--- src/rtl/rgb_para_ycbcr422_if.sv ---
// Pixel-in / 4:2:2-byte-out bus for the RGB to YCbCr transmit block.
// The master drives pixels and byte_ready; the slave converts and streams bytes.
interface rgb_para_ycbcr422_if #(
    parameter int unsigned CNT_W = 16
);
    logic             frame_start;
    logic             pix_valid;
    logic             pix_ready;
    logic [7:0]       R;
    logic [7:0]       G;
    logic [7:0]       B;
    logic [7:0]       byte_out;
    logic             byte_valid;
    logic             byte_ready;
    logic             e_pix;
    logic [CNT_W-1:0] pairs_sent;

    modport master (
        output frame_start, pix_valid, R, G, B, byte_ready,
        input  pix_ready, byte_out, byte_valid, e_pix, pairs_sent
    );

    modport slave (
        input  frame_start, pix_valid, R, G, B, byte_ready,
        output pix_ready, byte_out, byte_valid, e_pix, pairs_sent
    );
endinterface

--- src/rtl/rgb_para_ycbcr422.sv ---
// RGB888 to BT.601 full-range YCbCr, packed per pixel pair as a Cb Y0 Cr Y1
// byte stream with averaged chroma.
module rgb_para_ycbcr422 #(
    parameter int unsigned CNT_W = 16
) (
    input  logic                 PCLK,
    input  logic                 rst_n,
    rgb_para_ycbcr422_if.slave   bus
);
    localparam logic [2:0] P0    = 3'd0;
    localparam logic [2:0] P1    = 3'd1;
    localparam logic [2:0] TX_CB = 3'd2;
    localparam logic [2:0] TX_Y0 = 3'd3;
    localparam logic [2:0] TX_CR = 3'd4;
    localparam logic [2:0] TX_Y1 = 3'd5;

    logic [2:0]       state_q,      state_d;
    logic [7:0]       y0_q,         y0_d;
    logic [7:0]       y1_q,         y1_d;
    logic [7:0]       cb_q,         cb_d;
    logic [7:0]       cr_q,         cr_d;
    logic             pix_ready_q,  pix_ready_d;
    logic             byte_valid_q, byte_valid_d;
    logic [7:0]       byte_out_q,   byte_out_d;
    logic             e_pix_q,      e_pix_d;
    logic [CNT_W-1:0] pairs_sent_q, pairs_sent_d;

    logic signed [17:0] r_s, g_s, b_s;
    logic signed [17:0] y_acc, cb_acc, cr_acc;
    logic [7:0]         y_pix, cb_pix, cr_pix;
    logic [8:0]         cb_sum, cr_sum;
    logic               accept;

    function automatic logic [7:0] sat8(input logic signed [17:0] v);
        if (v < 18'sd0)        sat8 = 8'd0;
        else if (v > 18'sd255) sat8 = 8'd255;
        else                   sat8 = v[7:0];
    endfunction

    // Per-pixel colour conversion; arithmetic shifts floor toward -inf
    always_comb begin
        r_s    = signed'(18'(bus.R));
        g_s    = signed'(18'(bus.G));
        b_s    = signed'(18'(bus.B));
        y_acc  = 18'sd77  * r_s + 18'sd150 * g_s + 18'sd29  * b_s;
        cb_acc = 18'sd128 * b_s - 18'sd43  * r_s - 18'sd85  * g_s;
        cr_acc = 18'sd128 * r_s - 18'sd107 * g_s - 18'sd21  * b_s;
        y_pix  = sat8(y_acc >>> 8);
        cb_pix = sat8((cb_acc >>> 8) + 18'sd128);
        cr_pix = sat8((cr_acc >>> 8) + 18'sd128);
        cb_sum = 9'(cb_q) + 9'(cb_pix);
        cr_sum = 9'(cr_q) + 9'(cr_pix);
    end

    always_comb begin
        state_d      = state_q;
        y0_d         = y0_q;
        y1_d         = y1_q;
        cb_d         = cb_q;
        cr_d         = cr_q;
        e_pix_d      = 1'b0;
        pairs_sent_d = pairs_sent_q;
        byte_out_d   = 8'd0;
        accept       = bus.pix_valid & pix_ready_q;

        case (state_q)
            P0: begin
                if (accept) begin
                    y0_d    = y_pix;
                    cb_d    = cb_pix;
                    cr_d    = cr_pix;
                    state_d = P1;
                end
            end
            P1: begin
                // A frame re-align drops the pending pixel and any pixel offered with it
                if (bus.frame_start) begin
                    state_d = P0;
                end else if (accept) begin
                    y1_d    = y_pix;
                    cb_d    = cb_sum[8:1];
                    cr_d    = cr_sum[8:1];
                    state_d = TX_CB;
                end
            end
            TX_CB: if (bus.byte_ready) state_d = TX_Y0;
            TX_Y0: if (bus.byte_ready) state_d = TX_CR;
            TX_CR: if (bus.byte_ready) state_d = TX_Y1;
            TX_Y1: begin
                if (bus.byte_ready) begin
                    state_d      = P0;
                    e_pix_d      = 1'b1;
                    pairs_sent_d = pairs_sent_q + CNT_W'(1);
                end
            end
            default: state_d = P0;
        endcase

        pix_ready_d  = (state_d == P0) || (state_d == P1);
        byte_valid_d = ~pix_ready_d;

        case (state_d)
            TX_CB:   byte_out_d = cb_d;
            TX_Y0:   byte_out_d = y0_d;
            TX_CR:   byte_out_d = cr_d;
            TX_Y1:   byte_out_d = y1_d;
            default: byte_out_d = 8'd0;
        endcase
    end

    always_ff @(posedge PCLK or negedge rst_n) begin
        if (!rst_n) begin
            state_q      <= P0;
            y0_q         <= 8'd0;
            y1_q         <= 8'd0;
            cb_q         <= 8'd0;
            cr_q         <= 8'd0;
            pix_ready_q  <= 1'b1;
            byte_valid_q <= 1'b0;
            byte_out_q   <= 8'd0;
            e_pix_q      <= 1'b0;
            pairs_sent_q <= '0;
        end else begin
            state_q      <= state_d;
            y0_q         <= y0_d;
            y1_q         <= y1_d;
            cb_q         <= cb_d;
            cr_q         <= cr_d;
            pix_ready_q  <= pix_ready_d;
            byte_valid_q <= byte_valid_d;
            byte_out_q   <= byte_out_d;
            e_pix_q      <= e_pix_d;
            pairs_sent_q <= pairs_sent_d;
        end
    end

    assign bus.pix_ready  = pix_ready_q;
    assign bus.byte_valid = byte_valid_q;
    assign bus.byte_out   = byte_out_q;
    assign bus.e_pix      = e_pix_q;
    assign bus.pairs_sent = pairs_sent_q;

endmodule

--- src/flat_wrapper.sv ---
// flat-port wrapper written by rule: the top's interface ports become plain ports
module rgb_para_ycbcr422_flat 
#(
    parameter int unsigned CNT_W = 16
)
  (PCLK, rst_n, bus_frame_start, bus_pix_valid, bus_R, bus_G, bus_B, bus_byte_ready, bus_pix_ready, bus_byte_out, bus_byte_valid, bus_e_pix, bus_pairs_sent);
  rgb_para_ycbcr422_if #(.CNT_W(CNT_W)) bus_i ();
  input  logic PCLK;
  input  logic rst_n;
  input wire logic [$bits(bus_i.frame_start)-1:0] bus_frame_start;
  input wire logic [$bits(bus_i.pix_valid)-1:0] bus_pix_valid;
  input wire logic [$bits(bus_i.R)-1:0] bus_R;
  input wire logic [$bits(bus_i.G)-1:0] bus_G;
  input wire logic [$bits(bus_i.B)-1:0] bus_B;
  input wire logic [$bits(bus_i.byte_ready)-1:0] bus_byte_ready;
  output wire logic [$bits(bus_i.pix_ready)-1:0] bus_pix_ready;
  output wire logic [$bits(bus_i.byte_out)-1:0] bus_byte_out;
  output wire logic [$bits(bus_i.byte_valid)-1:0] bus_byte_valid;
  output wire logic [$bits(bus_i.e_pix)-1:0] bus_e_pix;
  output wire logic [$bits(bus_i.pairs_sent)-1:0] bus_pairs_sent;
  assign bus_i.frame_start = bus_frame_start;
  assign bus_i.pix_valid = bus_pix_valid;
  assign bus_i.R = bus_R;
  assign bus_i.G = bus_G;
  assign bus_i.B = bus_B;
  assign bus_i.byte_ready = bus_byte_ready;
  assign bus_pix_ready = bus_i.pix_ready;
  assign bus_byte_out = bus_i.byte_out;
  assign bus_byte_valid = bus_i.byte_valid;
  assign bus_e_pix = bus_i.e_pix;
  assign bus_pairs_sent = bus_i.pairs_sent;
  rgb_para_ycbcr422 #(.CNT_W(CNT_W)) u_core (.PCLK(PCLK), .rst_n(rst_n), .bus(bus_i));
endmodule
--- config.mk ---
export PLATFORM = sky130hd
export DESIGN_NAME = rgb_para_ycbcr422_flat
export DESIGN_NICKNAME = d
export VERILOG_FILES = /design/src/rtl/rgb_para_ycbcr422_if.sv /design/src/rtl/rgb_para_ycbcr422.sv /design/src/flat_wrapper.sv
export SDC_FILE = /design/constraint.sdc
export NUM_CORES = 1
export LEC_CHECK = 0
export ABC_AREA = 1
export CELL_PAD_IN_SITES_DETAIL_PLACEMENT = 1
export CELL_PAD_IN_SITES_GLOBAL_PLACEMENT = 1
export CORE_ASPECT_RATIO = 0.9
export CORE_MARGIN = 2
export CORE_UTILIZATION = 48
export DETAILED_ROUTE_END_ITERATION = 10
export GPL_ROUTABILITY_DRIVEN = 0
export HOLD_SLACK_MARGIN = 0.15
export PLACE_DENSITY = 0.84
export SYNTH_ARGS = -nofsm -noshare
export SYNTH_HDL_FRONTEND = slang
export SYNTH_SLANG_ARGS = --single-unit
export TNS_END_PERCENT = 1
--- constraint.sdc ---
create_clock -name PCLK -period 2.6 [get_ports PCLK]
set_input_delay 0.39 -clock PCLK [delete_from_list [all_inputs] [get_ports PCLK]]
set_output_delay 0.39 -clock PCLK [all_outputs]
set_load 0.01 [all_outputs]
==> results of run 1 <==
[timing repair]
item | in CTS
gates resized for setup | 294
setup buffers | 37
endpoints found under the hold margin | 19
cloned | 0
hold buffers | 1
pin swaps | 109
endpoints found under the setup margin | 42
[logic make-up after synthesis]
kind of cell    share of synthesized area, %
simple gates                            16.3
buf+inv                                 12.5
fa+ha+maj                               40.3
compound gates                          11.8
xor+xnor                                6.95
flops                                   12.2
[through the flow]
| step | hold slack (ns) | setup WS, ns | area [sq um] |
|---|---|---|---|
| CTS | 0.517 | -4.53 | 18200 |
| detailed placement | 0.395 | -5.88 | 16500 |
| global placement | 0.389 | -5.02 | 16500 |
| floorplan | 0.0944 | -4.10 | 13000 |
[metal layers]
layer	global-route usage, %	GRT overflow
met1	81.6	15
met2	120	1180
met3	64.9	19
met4	106	324
met5	34.6	0
==> impl_metrics.yaml, run 1 <==
outcome:
  status: "aborted with a tool error"
  stop_stage: "global routing (5_1_grt)"
  error: "[ERROR GRT-0232] Routing congestion too high. Check the congestion heatmap in the GUI."
yosys:
  synth_edf_count: 0
  async_flop_share_pct: 100
  synth_top_cell_by_area: "ha_1"
  synth.distinct_cells: 47
  synth_seq_cells: 62
  synth_area_sq_um: 12700
  synth_top_area_share_pct: 27.0
  synth_top_cells_by_count: "398 x inv_1, 275 x ha_1, 251 x nand2_1"
  ys.flop_type: "dfrtp_1"
  ys_warn_count: 0
  syn_nets: 2056
  synthCells: 1668
  synth.most_common_cell: "inv_1"
  ys_seq_area_share_pct: 12.2
  synth_area_per_cell_sq_um: 7.63
  yosys-top-cells-area: "ha_1 27%, fa_1 13%, dfrtp_1 12%"
global_route:
  grt_overflow: 1538
  grt_util_all_layers_pct: 90.6
  grt_max_degree: 27
placed_design:
  dp.cells: 2405
  portBuffers: 55
  hpwl_mm: 47.3
floorplan:
  die_h_um: 158
  start_util_pct: 48.8
  die_w_um: 176
  rows: 56
  ios: 56
clocking:
  cts_root_buf: "clkbuf_16"
  clockBufferDepth: 2
  cts_made_buffers: 9
  h-tree-depth: 3
  cts_sinks: 62
timing:
  crit_endpoint: "u_core.bus.byte_out[6]$_DFF_PN0_/D"
  worstEndpointType: "sequential cell input"
==> inputs of run 2 (changes only) <==
--- a/config.mk
+++ b/config.mk
@@ -6,15 +6,11 @@
 export NUM_CORES = 1
 export LEC_CHECK = 0
 export ABC_AREA = 1
-export CELL_PAD_IN_SITES_DETAIL_PLACEMENT = 1
-export CELL_PAD_IN_SITES_GLOBAL_PLACEMENT = 1
-export CORE_ASPECT_RATIO = 0.9
 export CORE_MARGIN = 2
-export CORE_UTILIZATION = 48
+export CORE_UTILIZATION = 34
 export DETAILED_ROUTE_END_ITERATION = 10
 export GPL_ROUTABILITY_DRIVEN = 0
-export HOLD_SLACK_MARGIN = 0.15
-export PLACE_DENSITY = 0.84
+export PLACE_DENSITY_LB_ADDON = 0.15
 export SYNTH_ARGS = -nofsm -noshare
 export SYNTH_HDL_FRONTEND = slang
 export SYNTH_SLANG_ARGS = --single-unit
==> run 2 against run 1 <==
Compared with the run above: the flow now finishes, with violations (setup timing); synthesized area unchanged; synthesized cell count unchanged.
==> impl_metrics.yaml, run 2 <==
worst_setup_path:
  cp_num_buf_inv: 9
  cp_max_fo: 4
  cpPeakStageDelay_ns: 0.54
  cp-start-kind: "primary input"
  cp_common_cell: "nand2_1"
  cp_slowest_cell: "fa_1"
  end_kind: "flop"
  cp_top_family: "adder cells"
  crit_required_ns: 2.82
  path_class: "in2reg"
  arrival_ns: 6.94
placed_design:
  portBuffers: 55
  hpwl_mm: 30.5
  place_area_sq_um: 16800
  dp_slack_ns: -5.19
timing:
  rsz0062_at_grt: "true"
  hold_viol: 0
  clock-skew-final_ns: 0.00867
  min_period_ns: 6.72
  fin_crit_sh_pct: 258
  worst_pin_slew_ns: 0.355
  finalSetupViolCount: 40
  fmax_mhz: 149
  drv_slew: 0
  fin_ws_ns: -4.12
  slew_headroom_pct: 76.3
yosys:
  syn_nets: 2056
  synth.most_common_cell: "inv_1"
  async_flop_share_pct: 100
  synth_seq_cells: 62
  synth_area_sq_um: 12700
  synth_top_cells_by_count: "398 x inv_1, 275 x ha_1, 251 x nand2_1"
  synth_edf_count: 0
  synth_area_per_cell_sq_um: 7.63
  ys_warn_count: 0
  yosys-top-cells-area: "ha_1 27%, fa_1 13%, dfrtp_1 12%"
  synthCells: 1668
  ys.flop_type: "dfrtp_1"
  synth_top_area_share_pct: 27.0
  synth_top_cell_by_area: "ha_1"
  synth.distinct_cells: 47
  ys_seq_area_share_pct: 12.2
floorplan:
  die_h_um: 197
  die_w_um: 197
  coreArea_sq_um: 36700
  start_util_pct: 34.7
  ios: 56
  die_area_sq_um: 39000
  rows: 70
drt:
  wl_mm: 36.3
  vias_per_cell: 4.60
  drt_iter0_markers: 406
  vias: 11987
  final_antenna_net_count: 0
  dr.pass1.iters: 5
  routedWlPerCell_um: 13.9
  drc_errors: 0
clocking:
  cts_root_buf: "clkbuf_16"
  cts_made_buffers: 9
  clk_latency_ns: 0.34
  cts_tree: "built"
  cts_hold_buf: 0
  cts_sinks: 62
  h-tree-depth: 3
  clockBufferDepth: 2
  clk_pin_slew_worst_paths_ns: 0.06
final_layout:
  largest_reg_flops: 16
  drive_gt1_share_pct: 32.1
  finalNetCount: 2519
  most-common-layout-cells: "405 x buf_4, 369 x inv_1, 232 x ha_1, 226 x nand2_1, 98 x a21oi_1"
  multiInputGateArea_sq_um: 10700
  fill_cells: 3494
  final_common_cell: "buf_4"
  seq_area_sq_um: 1550
  syn_to_final_growth_pct: 44.0
  finalInstanceArea_sq_um: 18300
  antenna_cells_inserted: 0
global_route:
  antenna_found_initial: 0
  grt_max_degree: 63
  grt_util_all_layers_pct: 19.2
  first_global_vias: 12335
  grt_overflow: 0
  grt_pass1_wl_mm: 60.2
outcome:
  status: "finished with violations"
  violations: "setup timing"
run:
  max_cap_viol_count: 0
hold_path:
  hold_class: "in2async"
## run 2: cell counts after synthesis
Identical to the previous run, type by type.
## run 2: worst reg2reg max path: stages, from the launching register on
cell and delay, ns:
dfrtp_1 0.47, nand3_2 0.13, fa_2 0.39, o21ai_2 0.16, a21oi_1 0.08, o21ai_1 0.19, xor2_1 0.17, nand2_1 0.08
a21oi_2 0.13, a21oi_2 0.08, nand2_1 0.06, o21ai_1 0.05, nor2_1 0.08, nand2_1 0.06
## run 2: metrics by stage
stage          std cells  hold slack [ns]  TNS [ns]  utilization (%)
2_1_floorplan       1668           0.0944   -131.10                -
4_1_cts             2594           0.0688   -141.87             48.8
5_1_grt             2604           0.0758   -156.86             50.0
3_3_place_gp        2538            0.429   -180.36             45.7
6_report            2604           0.0301   -140.48             50.0
3_5_place_dp        2538            0.426   -181.74             45.7
## run 2: what timing repair did
item	in CTS	in global routing
gates resized for setup	189	88
pin swaps	109	113
endpoints found under the setup margin	40	40
buffers inserted	40	11
## run 2: final cells by class
class                   instances  area share (%)
multi-input cells            1187            58.2
repair buffers                467            20.0
flip-flops and latches         62            8.47
clock inverters                 3           0.355
clock buffers                  13            1.47
well taps                     468            3.19
inverters                     404            8.31
## run 2: kinds of logic after synthesis
kind of cell / count (synthesis) / synth area share [%]
compound gates: 266 / 11.8
xor+xnor: 101 / 6.95
fa+ha+maj: 359 / 40.3
buf+inv: 419 / 12.5
flops: 62 / 12.2
simple gates: 461 / 16.3
## run 2: worst paths after layout
check                                               start  cells past startpoint                         to  slack [ns]
worst max-delay path                             bus_R[1]                     46     u_core.bus.byte_out[7]       -4.12
worst min-delay path                                rst_n                      2   u_core.bus.pairs_sent[7]        0.03
worst max register to register             u_core.cb_q[0]                     13     u_core.bus.byte_out[5]        0.35
worst min register to register  u_core.bus.pairs_sent[15]                      1  u_core.bus.pairs_sent[15]        0.47
max in group asynchronous                           rst_n                      2       u_core.bus.pix_ready        2.22
min in group PCLK               u_core.bus.pairs_sent[15]                      1  u_core.bus.pairs_sent[15]        0.47
## run 2: per-layer routing
metal	vias up	routed length [um]	global-route usage, %
met4	0	262	1.98
met2	162	17100	33.3
li1	6251	-	-
met1	5554	18000	26.8
met5	-	0	0
met3	20	930	1.66
Power of run 2 is not shown: default switching activity piles up to over one toggle a cycle in this logic, so the estimate is an artifact.
